[src/rtl/combiner_pkg.sv]
// combiner_pkg: shared defaults and width helpers for the combiner block.
//   DEBOUNCE_CYCLES_DEF : default switch debounce hold time (clock cycles)
//   TRIG_WIDTH_DEF      : default trig1/trig2 pulse width (clock cycles)
//   DB_CNT_W            : debounce counter width for the default hold time
package combiner_pkg;

  localparam int DEBOUNCE_CYCLES_DEF = 16;
  localparam int TRIG_WIDTH_DEF      = 4;

  // Width of a counter that must hold values 0..max_count (never below 1 bit).
  function automatic int cnt_width(input int max_count);
    return (max_count < 1) ? 1 : $clog2(max_count + 1);
  endfunction

  localparam int DB_CNT_W = $clog2(DEBOUNCE_CYCLES_DEF + 1);

endpackage

[src/rtl/sync_debounce.sv]
// sync_debounce: 1-bit two-flop synchronizer followed by a debouncer.
//   clk : system clock
//   rst : asynchronous active-high reset
//   din : asynchronous raw input
//   deb : accepted (debounced) value; changes only after the synchronized
//         input has differed from it for DEBOUNCE_CYCLES consecutive cycles
module sync_debounce
  import combiner_pkg::*;
#(
  parameter int DEBOUNCE_CYCLES = DEBOUNCE_CYCLES_DEF
) (
  input  logic clk,
  input  logic rst,
  input  logic din,
  output logic deb
);

  localparam int               CNT_W    = cnt_width(DEBOUNCE_CYCLES);
  localparam logic [CNT_W-1:0] CNT_LAST = CNT_W'(DEBOUNCE_CYCLES - 1);

  logic             meta;
  logic             synced;
  logic [CNT_W-1:0] cnt;

  // Two-flop synchronizer for the raw input.
  always_ff @(posedge clk or posedge rst) begin
    if (rst) begin
      meta   <= 1'b0;
      synced <= 1'b0;
    end else begin
      meta   <= din;
      synced <= meta;
    end
  end

  // Count consecutive cycles of disagreement; any agreement restarts the count.
  always_ff @(posedge clk or posedge rst) begin
    if (rst) begin
      cnt <= {CNT_W{1'b0}};
      deb <= 1'b0;
    end else if (synced == deb) begin
      cnt <= {CNT_W{1'b0}};
    end else if (cnt == CNT_LAST) begin
      cnt <= {CNT_W{1'b0}};
      deb <= synced;
    end else begin
      cnt <= cnt + CNT_W'(1);
    end
  end

endmodule

[src/rtl/combiner.sv]
// combiner: front-panel switch / PoE / trigger glue for the clock-trigger board.
//   osc_clk0         : system clock (all registers on its rising edge)
//   rst              : asynchronous active-high reset
//   osc_clk1         : alternate oscillator, pinout only
//   sma_clk          : external clock, fanned out combinationally
//   sma_trig         : external trigger (async), synchronized + pulse-stretched
//   switch[8:1]      : front-panel switches (async), [4:1] used
//   poe_vc_det[4:1]  : PoE voltage-detect per port (async)
//   poe_aux_det[4:1] : PoE aux-detect per port (async)
//   osc_sel, trig_sel, trig_en : debounced switch[1..3], registered
//   trig1, trig2     : TRIG_WIDTH-cycle trigger pulses, gated by switches
//   sma_trig_monitor : synchronized sma_trig, four copies
//   sma_clk_monitor  : sma_clk, four copies
//   poe_led[8:1]     : interleaved synchronized PoE detect bits
module combiner
  import combiner_pkg::*;
#(
  parameter int DEBOUNCE_CYCLES = DEBOUNCE_CYCLES_DEF,
  parameter int TRIG_WIDTH      = TRIG_WIDTH_DEF
) (
  input  logic       osc_clk0,
  input  logic       rst,
  input  logic       osc_clk1,
  input  logic       sma_clk,
  input  logic       sma_trig,
  input  logic [8:1] switch,
  input  logic [4:1] poe_vc_det,
  input  logic [4:1] poe_aux_det,
  output logic       osc_sel,
  output logic       trig_sel,
  output logic       trig_en,
  output logic       trig1,
  output logic       trig2,
  output logic [4:1] sma_trig_monitor,
  output logic [4:1] sma_clk_monitor,
  output logic [8:1] poe_led
);

  localparam int            TW        = cnt_width(TRIG_WIDTH);
  localparam logic [TW-1:0] TRIG_LOAD = TW'(TRIG_WIDTH);

  logic [8:1]    sw_deb;
  logic [8:0]    in_meta;   // {sma_trig, poe_aux_det[4:1], poe_vc_det[4:1]}
  logic [8:0]    in_sync;
  logic          trig_s;
  logic          trig_prev;
  logic          trig_armed;
  logic [1:0]    flush;
  logic [TW-1:0] pulse_cnt;
  logic [TW-1:0] pulse_cnt_next;
  logic          rise;
  logic          pulse_next;
  logic          unused_inputs;

  genvar i;
  for (i = 1; i <= 8; i++) begin : g_sw
    sync_debounce #(
      .DEBOUNCE_CYCLES(DEBOUNCE_CYCLES)
    ) u_sw (
      .clk(osc_clk0),
      .rst(rst),
      .din(switch[i]),
      .deb(sw_deb[i])
    );
  end

  // switch[8:5] are reserved and osc_clk1 only exists for the pinout.
  assign unused_inputs   = ^{osc_clk1, sw_deb[8:5]};
  assign sma_clk_monitor = {4{sma_clk}};
  assign trig_s          = in_sync[8];

  // Two-flop synchronizers for the trigger and PoE detect inputs.
  always_ff @(posedge osc_clk0 or posedge rst) begin
    if (rst) begin
      in_meta <= 9'b0;
      in_sync <= 9'b0;
    end else begin
      in_meta <= {sma_trig, poe_aux_det, poe_vc_det};
      in_sync <= in_meta;
    end
  end

  // Edge-detect history. The synchronizer output is meaningless for two cycles
  // after reset, so edges are only honoured once a genuine low has been seen;
  // this keeps a trigger held high across reset from firing a pulse.
  always_ff @(posedge osc_clk0 or posedge rst) begin
    if (rst) begin
      flush      <= 2'b00;
      trig_prev  <= 1'b0;
      trig_armed <= 1'b0;
    end else begin
      flush      <= {flush[0], 1'b1};
      trig_prev  <= trig_s;
      trig_armed <= trig_armed | (flush[1] & ~trig_s);
    end
  end

  // Pulse counter: reloads only when idle, so edges inside a pulse are dropped.
  always_comb begin
    pulse_cnt_next = {TW{1'b0}};
    rise           = trig_s & ~trig_prev & trig_armed;
    if (pulse_cnt != {TW{1'b0}}) begin
      pulse_cnt_next = pulse_cnt - TW'(1);
    end else if (rise) begin
      pulse_cnt_next = TRIG_LOAD;
    end else begin
      pulse_cnt_next = {TW{1'b0}};
    end
    pulse_next = (pulse_cnt_next != {TW{1'b0}});
  end

  // Pulse counter register.
  always_ff @(posedge osc_clk0 or posedge rst) begin
    if (rst) begin
      pulse_cnt <= {TW{1'b0}};
    end else begin
      pulse_cnt <= pulse_cnt_next;
    end
  end

  // Registered outputs. Trigger gating uses the accepted switch values directly
  // so a falling enable blanks trig1/trig2 on the very next edge.
  always_ff @(posedge osc_clk0 or posedge rst) begin
    if (rst) begin
      osc_sel          <= 1'b0;
      trig_sel         <= 1'b0;
      trig_en          <= 1'b0;
      trig1            <= 1'b0;
      trig2            <= 1'b0;
      sma_trig_monitor <= 4'b0;
      poe_led          <= 8'b0;
    end else begin
      osc_sel          <= sw_deb[1];
      trig_sel         <= sw_deb[2];
      trig_en          <= sw_deb[3];
      trig1            <= pulse_next & sw_deb[3];
      trig2            <= pulse_next & sw_deb[3] & sw_deb[4];
      sma_trig_monitor <= {4{trig_s}};
      poe_led          <= {in_sync[7], in_sync[3], in_sync[6], in_sync[2],
                           in_sync[5], in_sync[1], in_sync[4], in_sync[0]};
    end
  end

endmodule

[config.mk]
export PLATFORM = sky130hd
export DESIGN_NAME = combiner
export DESIGN_NICKNAME = d
export VERILOG_FILES = /design/src/rtl/combiner_pkg.sv /design/src/rtl/sync_debounce.sv /design/src/rtl/combiner.sv
export SDC_FILE = /design/constraint.sdc
export NUM_CORES = 1
export LEC_CHECK = 0
export ABC_AREA = 1
export BUFFER_PORTS_ARGS = -buffer_cell sky130_fd_sc_hd__buf_4
export CAP_MARGIN = 20
export CORE_ASPECT_RATIO = 1.1
export CORE_MARGIN = 8
export CORE_UTILIZATION = 48
export CTS_CLUSTER_SIZE = 14
export DETAILED_ROUTE_END_ITERATION = 8
export PLACE_DENSITY = 0.73
export SLEW_MARGIN = 0
export SYNTH_ARGS = -nofsm -noshare
export SYNTH_HDL_FRONTEND = slang
export SYNTH_SLANG_ARGS = --single-unit
[constraint.sdc]
create_clock -name osc_clk0 -period 1.9 [get_ports osc_clk0]
set_input_delay 0.095 -clock osc_clk0 [delete_from_list [all_inputs] [get_ports osc_clk0]]
set_output_delay 0.095 -clock osc_clk0 [all_outputs]
set_load 0.05 [all_outputs]
==> results.ini, run 1 <==
[outcome]
status = completed

[setup_path]
worstPathMaxFanout = 2
critPathLaunchType = flip-flop
cp.required_ps = 2160
critPathArrivalTime_ps = 1610
end_kind = flip-flop
path_class = reg -> reg

[detailed_routing]
drc = 0
wl_um = 3380
drt-vias-per-instance = 4.51
drt-pass1-iter-count = 4
vias = 1320
postRouteAntennaNets = 0
drt_iter0_markers = 76
wl_per_cell_um = 11.5

[synth]
synth-edff-count = 0
ys_seq_elements = 70
yosysTopAreaCellShare_pct = 74.6
avgSynthCellArea_um2 = 12.9
synthTopCellsByCount = dfrtp_1 (70), nor2_1 (23), nand2_1 (22), inv_1 (18), buf_4 (8)
yosys.area.top_type = dfrtp_1
synth-main-ff-cell = dfrtp_1
syn-instance-count = 182
synth.cell_area_mm2 = 0.00235
yosysUniqueCellTypes = 18
yosysMostFrequentCell = dfrtp_1
synthTopCellsByArea = dfrtp_1 (75%), nor2_1 (3.7%), nand2_1 (3.5%)
async_flop_share_pct = 100
ys_seq_area_share_pct = 74.6
yosys_warnings = 0
synth_nets = 208

[clocking]
clk_latency_ps = 340
path_clk_slew_ps = 70
cts_tree = done
cts_resized = 0
numCtsBuffers = 9
clockBufferDepth = 2
root_buffer = clkbuf_8
numClockSinks = 70
ctsHtreeMaxLevel = 3

[cells_and_area]
final_core_util_pct = 63.4
layout-drive-gt1-share_pct = 22.4
fill_cells = 364
syn_to_final_growth_pct = 26.6
fin_area_mm2 = 0.00297
ff_latch_area_mm2 = 0.00175
multiInputGateArea_um2 = 468
final_nets = 258
antennaDiodeCount = 0

[placed_design]
hpwlAfterDp_um = 2230
placed_area_mm2 = 0.00262
port_buffers = 31
place_congestion = 0.757

[sta]
setup_viol = 0
final.setup.tns_ps = 0
max_freq_ghz = 0.743
slew_viol_final = 0
final.period_utilization_pct = 70.9
hold_viol_final = 0
rsz0062_at_grt = false
period_needed_ps = 1350
holdWs_ps = 190
skew_ps = 6.22

[min_path]
min_path_type = in -> out

[floorplan]
rows = 26
ioPinCount = 42
coreArea_mm2 = 0.00468
die_w_um = 82.7
dieHeight_um = 89.3
start_util_pct = 50.1
dieArea_mm2 = 0.00739

[global_route]
grt_pass1_vias = 1400
gr-total-overflow = 0
grt_first_pass_wirelength_um = 5940
antenna_found_initial = 0
grtUsageTotal_pct = 10.9
grt_max_degree = 34

[run]
maxCapViolations = 0

[pwr]
power_density_mw_per_mm2 = 1090
p_leak_nw = 1.44
power_mw = 3.22
vdd_ir_drop_max_mv = 0.607

-- layer usage --
layer	part of all wire (%)	track usage [%]	wire [um]
met1	43	11.8	1440
met2	48	16.8	1610
met3	7.2	5.94	242
met4	2.3	5.81	78
met5	0	0	0
-- sequential cells by signal, summed over array words and instances, names as in the netlist, 2 cells and up --
register	flops
g_sw.u_sw.cnt	20
in_meta	9
in_sync	9
poe_led	8
g_sw.u_sw.deb	4
g_sw.u_sw.meta	4
g_sw.u_sw.synced	4
pulse_cnt	3
flush	2
-- placed cells by master (no fill, tap or decap), types with 5 or more instances in the layout --
master	n
nand3_1	7
nor2_1	23
inv_1	17
nand2_1	22
ha_1	5
dlygate4sd3_1	14
buf_4	32
clkbuf_8	9
dfrtp_1	70
-- report_power, final --
group / total, mW / leakage [nW] / switching (mW) / internal [mW]
clock network: 1.26 / 0.106 / 0.521 / 0.736
registers: 1.63 / 0.872 / 0.0467 / 1.58
logic: 0.338 / 0.462 / 0.203 / 0.135
-- what timing repair did --
item	in CTS	in global routing
buffers inserted	0	0
hold endpoints to repair	31	0
hold buffers	14	0
-- critical path: stages (launching register included) --
cell and delay (ps):
dfrtp_1 390, nor2_1 150, ha_1 240, or2_1 220, nand2_1 80, nor2_1 70, nor3_2 110
-- area by class of cell --
class | instances | share of cell area [%]
repair buffers | 47 | 13.5
flip-flops and latches | 70 | 58.9
clock inverters | 6 | 2.91
clock buffers | 10 | 4.29
well taps | 56 | 2.36
multi-input cells | 86 | 15.7
inverters | 18 | 2.27
-- through the flow --
stage               worst slack [ps]  std cells
floorplan                       36.8        182
global placement                 633        263
detailed placement               569        263
CTS                              550        293
global route                     487        293
finish                           553        293
-- path summary, 6_finish.rpt --
check / startpoint / end / slack (ps) / cells after the start
worst min register to register: in_sync[6]$_DFF_PP0_ / poe_led[6]$_DFF_PP0_ / 350 / 0
worst max-delay path: pulse_cnt[1]$_DFF_PP0_ / trig2$_DFF_PP0_ / 550 / 6
worst min-delay path: sma_clk / sma_clk_monitor[4] / 190 / 0
worst max register to register: pulse_cnt[1]$_DFF_PP0_ / trig2$_DFF_PP0_ / 550 / 6
min in group asynchronous: rst / poe_led[4]$_DFF_PP0_ / 310 / 3
max in group asynchronous: rst / in_sync[6]$_DFF_PP0_ / 990 / 4
-- kinds of logic (layout without fill, tap and decap cells) --
family | after synthesis | in the layout | share of synthesized area (%)
and+or+nand+nor | 69 | 69 | 13.4
buffers and inverters | 26 | 81 | 5.44
adders and majority gates | 5 | 5 | 2.67
xor gates and xnor gates | 8 | 8 | 2.98
other | 1 | 1 | 0.160
DFF | 70 | 70 | 74.6
AOI/OAI and AO/OA | 3 | 3 | 0.746
(Power assumes the default switching activity.)
==> run 2, diff against run 1 <==
- CORE_UTILIZATION: 48 -> 54
- PLACE_DENSITY: 0.73 -> 0.78
- clock period: 1.9 -> 1.3 ns (I/O delays scaled with it)
==> run 2 against run 1 <==
Against the previous run:
- the flow now finishes with violations (negative setup slack)
- flip-flop and latch count is the same
- wire length grew 10%
- worst hold slack lost 60 ps
- critical path type unchanged
- highest routed layer unchanged
==> results.ini, run 2 (synthesis gave the netlist of run 1 again) <==
[outcome]
status = complete, but fails checks
violations = negative setup slack

[cells_and_area]
syn_to_final_growth_pct = 28.0
mostFrequentLayoutCells = dfrtp_1 (70), buf_4 (34), nand2_1 (21), nor2_1 (20), inv_1 (17)
top_regs = g_sw.u_sw.cnt: 20 flops, in_meta: 9 flops, in_sync: 9 flops
antennaDiodeCount = 0  ; unchanged
final_nets = 260  ; +0.78%
final_common_cell = dfrtp_1
final_cells = 293  ; unchanged
top_register = g_sw.u_sw.cnt
fill_cells = 313  ; -14%
largest_reg_flops = 20  ; unchanged
layout-drive-gt1-share_pct = 25.1  ; +2.7 points

[setup_path]
cp_slowest_cell = dfrtp_1
path_cells = nor2_2, ha_1, or2_1, nand2_2, nor2_2, nor3_2
path_delay_family = simple AND/OR/NAND/NOR gates
critPathArrivalTime_ps = 1570  ; -40 ps
worstPathMaxFanout = 2  ; unchanged
critPathLaunchType = flip-flop
cp.required_ps = 1560  ; -600 ps
crit_top_cell = nor2_2
path_buf_inv = 0  ; unchanged
max_stage_delay_ps = 390  ; about the same
end_kind = flip-flop
path_class = reg -> reg

[detailed_routing]
drt-vias-per-instance = 4.56  ; +1.3%
vias = 1337  ; +1.3%
postRouteAntennaNets = 0  ; unchanged
drt-pass1-iter-count = 5  ; +1
drt_iter0_markers = 64  ; -16%
drc = 0  ; unchanged
wl_per_cell_um = 12.7  ; +10%
wl_um = 3720  ; +10%

[floorplan]
dieHeight_um = 85.1  ; -4.7%
dieArea_mm2 = 0.00671  ; -9.1%
ioPinCount = 42  ; unchanged
die_w_um = 78.9  ; -4.6%
coreArea_mm2 = 0.00425  ; -9.2%
start_util_pct = 55.2  ; +5.1 points
rows = 25  ; -3.8%

[pwr]
p_leak_nw = 1.45  ; +0.44%
power_frac_seq_pct = 48.4  ; -2.1 points
power.switching_mw = 1.26  ; +64%
vdd_ir_drop_max_mv = 1.37  ; +130%
netSwitchingFraction_pct = 25.6  ; +1.7 points
clkPwrFrac_pct = 38.6  ; -0.4 points
p_comb_share_pct = 13.0  ; +2.5 points
p_int_mw = 3.67  ; +50%
power_density_mw_per_mm2 = 1640  ; +51%

[sta]
final.setup.tns_ps = -13.8  ; -13.8 ps
setup_viol = 1  ; +1
rsz0062_at_grt = true
final.period_utilization_pct = 101  ; +30 points
skew_ps = 7.23  ; +1.00 ps
worst_slack_ps = -13.8  ; -567 ps
max_freq_ghz = 0.761  ; +2.5%
period_needed_ps = 1310  ; -32.9 ps
hold_viol_final = 0  ; unchanged
slew_viol_final = 0  ; unchanged

[clocking]
clk_latency_ps = 340  ; about the same
root_buffer = clkbuf_8
numCtsBuffers = 9  ; unchanged
numClockSinks = 70  ; unchanged
ctsHtreeMaxLevel = 3  ; unchanged
path_clk_slew_ps = 70  ; about the same
clockBufferDepth = 2  ; unchanged
cts_tree = done

[global_route]
grtUsageTotal_pct = 12.3  ; +1.4 points
grt_max_degree = 36  ; +5.9%
busiest_layer = met2
antenna_found_initial = 0  ; unchanged
grtUsageMet2_pct = 19.5  ; +2.8 points
gr-total-overflow = 0  ; unchanged
grt_first_pass_wirelength_um = 6220  ; +4.6%
grt_pass1_vias = 1405  ; +0.36%
use_met3_pct = 6.03  ; +0.090 points
use_met1_pct = 13.4  ; +1.6 points

[min_path]
min_path_type = in -> out

[placed_design]
place_congestion = 0.742  ; -1.9%
place_inst = 261  ; -0.76%
place_ws_ps = -44.1  ; -613 ps
port_buffers = 31  ; unchanged
hpwlAfterDp_um = 2270  ; +1.9%

[run]
maxCapViolations = 0  ; unchanged

[run 2: power groups by stage]
stage / combinational, mW / sequential [mW] / clock, mW
floorplan: 0.332 / 2.45 / 0
global placement: 0.448 / 2.41 / 0
CTS: 0.614 / 2.38 / 1.93
finish: 0.643 / 2.38 / 1.90
detailed placement: 0.482 / 2.42 / 0
global route: 0.706 / 2.40 / 2.03
[run 2: repair_timing]
| item | CTS | global route |
|---|---|---|
| gates resized for setup | 2 | 2 |
| gates cloned | 0 | 0 |
| endpoints found under the hold margin | 31 | 0 |
| pin swaps | 2 | 3 |
| endpoints found under the setup margin | 2 | 4 |
| hold buffers | 14 | 0 |
| setup buffers | 2 | 0 |
[run 2: layout make-up]
class / instances / area [um^2] / share of cell area (%)
well taps: 54 / 67.6 / 2.25
clock inverters: 7 / 97.6 / 3.25
multi-input cells: 86 / 478 / 15.9
flip-flops and latches: 70 / 1750 / 58.3
clock buffers: 9 / 124 / 4.12
repair buffers: 49 / 415 / 13.8
inverters: 18 / 71.3 / 2.37
[run 2: worst paths after layout]
check | from | to | slack (ps) | depth (start not counted)
worst max register to register | pulse_cnt[1]$_DFF_PP0_ | trig2$_DFF_PP0_ | -10 | 6
worst min-delay path | sma_clk | sma_clk_monitor[4] | 130 | 0
worst min register to register | in_sync[5]$_DFF_PP0_ | poe_led[4]$_DFF_PP0_ | 350 | 0
max in group asynchronous | rst | g_sw[2].u_sw.cnt[4]$_DFF_PP0_ | 460 | 4
worst max-delay path | pulse_cnt[1]$_DFF_PP0_ | trig2$_DFF_PP0_ | -10 | 6
min in group asynchronous | rst | g_sw[1].u_sw.meta$_DFF_PP0_ | 280 | 3
[run 2: per-stage QoR]
stage | utilization (%) | instance area, um^2 | total power [mW] | hold WS, ps
3_5_place_dp | 61.6 | 2620 | 2.90 | 98.6
4_1_cts | 70.5 | 3000 | 4.93 | 131
6_report | 70.6 | 3010 | 4.93 | 130
3_3_place_gp | 61.6 | 2620 | 2.86 | 88.6
2_1_floorplan | - | 2350 | 2.78 | 96.4
5_1_grt | 70.6 | 3010 | 5.14 | 131
[run 2: per-layer routing]
metal / up-vias / wire [um]
met1: 638 / 1510
met3: 9 / 223
li1: 658 / -
met2: 32 / 1900
met4: 0 / 78
met5: - / 0
